--- config.mk ---
export PLATFORM = sky130hd
export DESIGN_NAME = ctrl_state_machine_n
export DESIGN_NICKNAME = d
export VERILOG_FILES = /design/src/rtl/ctrl_state_machine_n.sv
export SDC_FILE = /design/constraint.sdc
export NUM_CORES = 1
export LEC_CHECK = 0
export CELL_PAD_IN_SITES_DETAIL_PLACEMENT = 1
export CELL_PAD_IN_SITES_GLOBAL_PLACEMENT = 1
export CORE_AREA = 2 2 60 104
export CTS_CLUSTER_DIAMETER = 60
export DETAILED_ROUTE_END_ITERATION = 10
export DIE_AREA = 0 0 62 106
export PLACE_DENSITY = 0.72
export SKIP_CTS_REPAIR_TIMING = 1
export SYNTH_ARGS = -nofsm -noshare
export SYNTH_HDL_FRONTEND = slang
export SYNTH_SLANG_ARGS = --single-unit
--- constraint.sdc ---
create_clock -name clk -period 1.4 [get_ports clk]
set_input_delay 0.35 -clock clk [delete_from_list [all_inputs] [get_ports clk]]
set_output_delay 0.35 -clock clk [all_outputs]
set_load 0.005 [all_outputs]
--- src/rtl/ctrl_state_machine_n.sv ---
// Flow-control supervisor for the PCIe transmit FIFO bank: INIT threshold latch,
// idle hold-off, error capture/clear. CTRL_SM_ERR_COUNT_EN adds an error-entry counter.
module ctrl_state_machine_n #(
    parameter int NUM_FIFOS = 5,
    parameter int UMBRAL_W  = 4,
    parameter int IDLE_HOLD = 4
) (
    input  logic                          clk,
    input  logic                          reset,
    input  logic                          init,
    input  logic                          err_clr,
    input  logic [NUM_FIFOS*UMBRAL_W-1:0] umbrales_in,
    input  logic [NUM_FIFOS-1:0]          fifo_empty,
    input  logic [NUM_FIFOS-1:0]          fifo_error,
    output logic [3:0]                    state,
    output logic                          idle_out,
    output logic                          active_out,
    output logic                          error_out,
    output logic [NUM_FIFOS*UMBRAL_W-1:0] umbrales_out,
    output logic [NUM_FIFOS-1:0]          error_src
`ifdef CTRL_SM_ERR_COUNT_EN
    ,
    output logic [7:0]                    err_count
`endif
);

    localparam int CW = $clog2(IDLE_HOLD + 1);

    localparam logic [3:0] S_RESET  = 4'd0;
    localparam logic [3:0] S_INIT   = 4'd1;
    localparam logic [3:0] S_IDLE   = 4'd2;
    localparam logic [3:0] S_ACTIVE = 4'd4;
    localparam logic [3:0] S_ERROR  = 4'd8;

    logic [CW-1:0] cnt;
    logic [CW-1:0] cnt_nx;
    logic [CW-1:0] cnt_inc;
    logic [3:0]    nx;
    logic          idle_nx;
    logic          any_err;
    logic          all_empty;
    logic          hold_hit;

    assign any_err   = |fifo_error;
    assign all_empty = &fifo_empty;
    assign hold_hit  = (cnt == CW'(IDLE_HOLD));
    assign cnt_inc   = hold_hit ? cnt : cnt + CW'(1);

    // Counter defaults to zero so every state change clears it.
    always_comb begin
        nx      = state;
        cnt_nx  = '0;
        idle_nx = 1'b0;
        case (state)
            S_RESET: nx = S_INIT;
            S_INIT: begin
                if (init) nx = S_IDLE;
            end
            S_IDLE: begin
                if (any_err) begin
                    nx = S_ERROR;
                end else if (!all_empty) begin
                    nx = S_ACTIVE;
                end else begin
                    idle_nx = hold_hit;
                    cnt_nx  = cnt_inc;
                end
            end
            S_ACTIVE: begin
                if (any_err) begin
                    nx = S_ERROR;
                end else if (hold_hit) begin
                    nx = S_IDLE;
                end else begin
                    cnt_nx = all_empty ? cnt_inc : '0;
                end
            end
            S_ERROR: begin
                if (err_clr && !any_err) nx = S_IDLE;
            end
            default: nx = S_RESET;
        endcase
    end

    always_ff @(posedge clk) begin
        if (reset) begin
            state        <= S_RESET;
            cnt          <= '0;
            idle_out     <= 1'b0;
            active_out   <= 1'b0;
            error_out    <= 1'b0;
            umbrales_out <= '0;
            error_src    <= '0;
        end else begin
            state      <= nx;
            cnt        <= cnt_nx;
            idle_out   <= idle_nx;
            active_out <= (nx == S_ACTIVE);
            error_out  <= (nx == S_ERROR);
            if (state == S_INIT && !init) umbrales_out <= umbrales_in;
            // Fresh capture on entry, accumulate while held, drop on exit.
            if (nx == S_ERROR)
                error_src <= ((state == S_ERROR) ? error_src : '0) | fifo_error;
            else
                error_src <= '0;
        end
    end

`ifdef CTRL_SM_ERR_COUNT_EN
    always_ff @(posedge clk) begin
        if (reset)
            err_count <= '0;
        else if (nx == S_ERROR && state != S_ERROR && err_count != 8'hFF)
            err_count <= err_count + 8'd1;
    end
`endif

endmodule

==> impl_metrics.xml <==
<?xml version="1.0" encoding="UTF-8"?>
<metrics>
  <group name="outcome">
    <metric name="result_of_the_run" unit="">complete, but fails checks</metric>
    <metric name="failed_checks" unit="">negative setup slack</metric>
  </group>
  <group name="worst_setup_path">
    <metric name="cp_cell_sequence" unit="">buf_6 &gt; nor4b_4 &gt; buf_4 &gt; buf_8 &gt; nand3b_1 &gt; a21oi_1</metric>
    <metric name="worst-path-buf-inv" unit="">3</metric>
    <metric name="required" unit="ps">1610</metric>
    <metric name="critical_path_class" unit="">reg -&gt; reg</metric>
    <metric name="worstPathArrival" unit="ps">1630</metric>
    <metric name="critical_path_peak_fanout" unit="">10</metric>
    <metric name="path_delay_family" unit="">buffers and inverters</metric>
    <metric name="endpoint_kind" unit="">flip-flop</metric>
    <metric name="max_stage_delay" unit="ps">390</metric>
    <metric name="critPathLaunchType" unit="">flip-flop</metric>
    <metric name="critical_path.slowest_cell" unit="">dfxtp_4</metric>
  </group>
  <group name="clocking">
    <metric name="clkLatencyLatePin" unit="ps">280</metric>
    <metric name="cts_tree" unit="">done</metric>
    <metric name="clock-root-buffer" unit="">clkbuf_8</metric>
    <metric name="clock_path_buffers" unit="">2</metric>
    <metric name="cts.sinks" unit="">35</metric>
    <metric name="clk_pin_slew" unit="ps">70</metric>
    <metric name="total_cts_buffers" unit="">5</metric>
    <metric name="htreeDepth" unit="">2</metric>
  </group>
  <group name="timing">
    <metric name="final_hold_viol_count" unit="">0</metric>
    <metric name="timing_max_transition_violations_final" unit="">0</metric>
    <metric name="timing.final.crit_period" unit="ps">1420</metric>
    <metric name="final.setup.worst_slack" unit="ps">-21.7</metric>
    <metric name="finalSetupTns" unit="ps">-29.4</metric>
    <metric name="timing.clock.skew" unit="ps">7.37</metric>
    <metric name="setup_viols_final" unit="">2</metric>
    <metric name="period_share" unit="%">102</metric>
    <metric name="fmaxAchievable" unit="GHz">0.703</metric>
    <metric name="relative_slew_slack" unit="%">69.9</metric>
    <metric name="worst_slew_pin_slew" unit="ps">447</metric>
    <metric name="unrepaired_setup_endpoints_after_global_routing" unit="">true</metric>
  </group>
  <group name="route">
    <metric name="vias_after_detailed_routing" unit="">1576</metric>
    <metric name="wire_per_inst" unit="µm">15.9</metric>
    <metric name="drt-pass1-iter-count" unit="">3</metric>
    <metric name="routed_via_density" unit="">4.83</metric>
    <metric name="final_antenna_net_count" unit="">0</metric>
    <metric name="drc" unit="">0</metric>
    <metric name="dr.first_iter.drc_count" unit="">58</metric>
    <metric name="route.final.wire_length" unit="µm">5190</metric>
  </group>
  <group name="floorplan">
    <metric name="io_pins" unit="">66</metric>
    <metric name="floorplan.die.height" unit="µm">106</metric>
    <metric name="initial_utilization" unit="%">25.7</metric>
    <metric name="core_area" unit="µm²">5790</metric>
    <metric name="floorplan.die_area" unit="µm²">6570</metric>
    <metric name="placementRows" unit="">37</metric>
    <metric name="die_width" unit="µm">62</metric>
  </group>
  <group name="place">
    <metric name="numPlacedInstances" unit="">309</metric>
    <metric name="post-dp-hpwl" unit="µm">3340</metric>
    <metric name="pre_cts_slack" unit="ps">-658</metric>
    <metric name="port_buffers" unit="">65</metric>
    <metric name="gp_routability_congestion" unit="">0.763</metric>
  </group>
  <group name="power">
    <metric name="power_per_cell_area" unit="nW/µm²">818</metric>
    <metric name="power_switching_share" unit="%">25.4</metric>
    <metric name="power_frac_comb" unit="%">20.5</metric>
    <metric name="share_seq_of_total_power" unit="%">48.2</metric>
    <metric name="total_leakage_power" unit="nW">1.48</metric>
    <metric name="max-vdd-ir-drop" unit="mV">0.335</metric>
    <metric name="power_report.internal_total" unit="mW">1.64</metric>
    <metric name="clock_power_share" unit="%">31.4</metric>
    <metric name="power.switching" unit="mW">0.559</metric>
  </group>
  <group name="logic_synthesis">
    <metric name="synth_cell_type_count" unit="">28</metric>
    <metric name="postSynthRegisterBits" unit="">35</metric>
    <metric name="ys.flop_type" unit="">dfxtp_1</metric>
    <metric name="synth_top_area_cells" unit="">dfxtp_1, a21oi_1, nand3b_1</metric>
    <metric name="synth_sequential_area_ratio" unit="%">47.1</metric>
    <metric name="post-synth-top-count-cell" unit="">dfxtp_1</metric>
    <metric name="netlist_top_cells_count" unit="">dfxtp_1, a21oi_1, nand3b_1</metric>
    <metric name="area_leader_netlist" unit="">dfxtp_1</metric>
    <metric name="syn_inst" unit="">159</metric>
    <metric name="count_of_yosys_warnings_during_synthesis" unit="">0</metric>
    <metric name="synthesis.area_per_instance" unit="µm²">9.35</metric>
    <metric name="synthArstFlopShare" unit="%">0</metric>
    <metric name="synth_top_area_share" unit="%">47.1</metric>
    <metric name="syn_nets" unit="">195</metric>
    <metric name="synth-edff-count" unit="">0</metric>
    <metric name="synthesis.area" unit="µm²">1490</metric>
  </group>
  <group name="global_routing">
    <metric name="grt_max_degree" unit="">43</metric>
    <metric name="first_global_vias" unit="">1499</metric>
    <metric name="first_pass_grt_wire_length" unit="µm">7070</metric>
    <metric name="grt_use_total" unit="%">14.3</metric>
    <metric name="overflow_left_after_global_routing" unit="">0</metric>
    <metric name="initial_antenna_violation_count" unit="">0</metric>
  </group>
  <group name="finish">
    <metric name="layout.nets" unit="">283</metric>
    <metric name="antenna-diode-count" unit="">0</metric>
    <metric name="instances_no_fill" unit="">326</metric>
    <metric name="area_growth" unit="%">80.7</metric>
    <metric name="core_utilization_of_the_finished_layout" unit="%">46.4</metric>
    <metric name="post_route_cells_drive_above_1_share" unit="%">27.0</metric>
  </group>
  <group name="hold_path">
    <metric name="worst_min_delay_path_category" unit="">in -&gt; reg</metric>
  </group>
  <group name="flow_run">
    <metric name="timing.max_cap.violations" unit="">0</metric>
  </group>
</metrics>
-- flip-flops by register name (all words and copies together), names as in the netlist --
signal and cells:
umbrales_out 20, error_src 5, state 4, cnt 3, active_out 1, error_out 1, idle_out 1
-- area by class of cell --
type                       instances  area, µm²
sequential                        35        726
tap                               78       97.6
inverter                           4       15.0
clock buffer                       7       76.3
clock inverter                     1       5.00
multi-input combinational        112        821
timing repair buffer              89        946
fill                             649       3100
-- cells by family (layout without fill, tap and decap cells) --
| group | Yosys count | after routing | synth area share [%] |
|---|---|---|---|
| DFF | 35 | 35 | 47.1 |
| adders and majority gates | 2 | 2 | 1.68 |
| xor gates and xnor gates | 1 | 1 | 0.589 |
| AOI/OAI and AO/OA | 60 | 60 | 23.0 |
| and+or+nand+nor | 47 | 49 | 22.9 |
| buffers and inverters | 14 | 101 | 4.71 |
-- worst paths after layout --
path	startpoint	endpoint	slack (ps)	cells past startpoint
max	state[3]	umbrales_out[1]	-20	6
min	fifo_error[2]	error_src[2]	310	3
max reg2reg	state[3]	umbrales_out[1]	-20	6
min reg2reg	umbrales_out[9]	umbrales_out[9]	450	2
-- stage by stage --
step | total power, mW | hold slack [ps] | cell area, µm²
finish | 2.20 | 308 | 2690
global route | 2.31 | 319 | 2690
detailed placement | 1.47 | 473 | 2330
global placement | 1.46 | 465 | 2330
floorplan | 1.23 | 475 | 1490
CTS | 2.17 | 482 | 2410
-- power groups by stage --
stage               Sequential, mW  Combinational [mW]  Clock (mW)
floorplan                     1.08               0.147           0
global placement              1.08               0.380           0
detailed placement            1.08               0.386           0
CTS                           1.06               0.388       0.721
global route                  1.06               0.488       0.763
finish                        1.06               0.450       0.690
-- layer usage --
| layer | up-vias | track usage [%] | share of wire, % |
|---|---|---|---|
| li1 | 766 | - | - |
| met1 | 767 | 14.7 | 37 |
| met2 | 37 | 26.2 | 58 |
| met3 | 6 | 2.68 | 2.9 |
| met4 | 0 | 6.38 | 1.7 |
| met5 | - | 0 | 0 |
-- worst register-to-register path, stage by stage, from the launching register on --
cell and delay (ps):
dfxtp_4 390, buf_6 130, nor4b_4 240, buf_4 190, buf_8 150, nand3b_1 110
a21oi_1 140
-- cells in the final DEF, fill, tap and decap left out, types with 3 or more instances in the layout --
cell,n
dfxtp_1,23
nand2_1,5
o21ai_2,4
clkdlybuf4s50_1,28
dfxtp_2,8
buf_4,17
dlymetal6s2s_1,34
buf_6,6
nand3b_1,22
a21oi_1,28
inv_1,4
dfxtp_4,4
nor4_1,4
clkbuf_8,5
a21oi_2,5
or4b_4,3
o21ai_1,16
No activity file was read; power rests on OpenSTA's default activity.
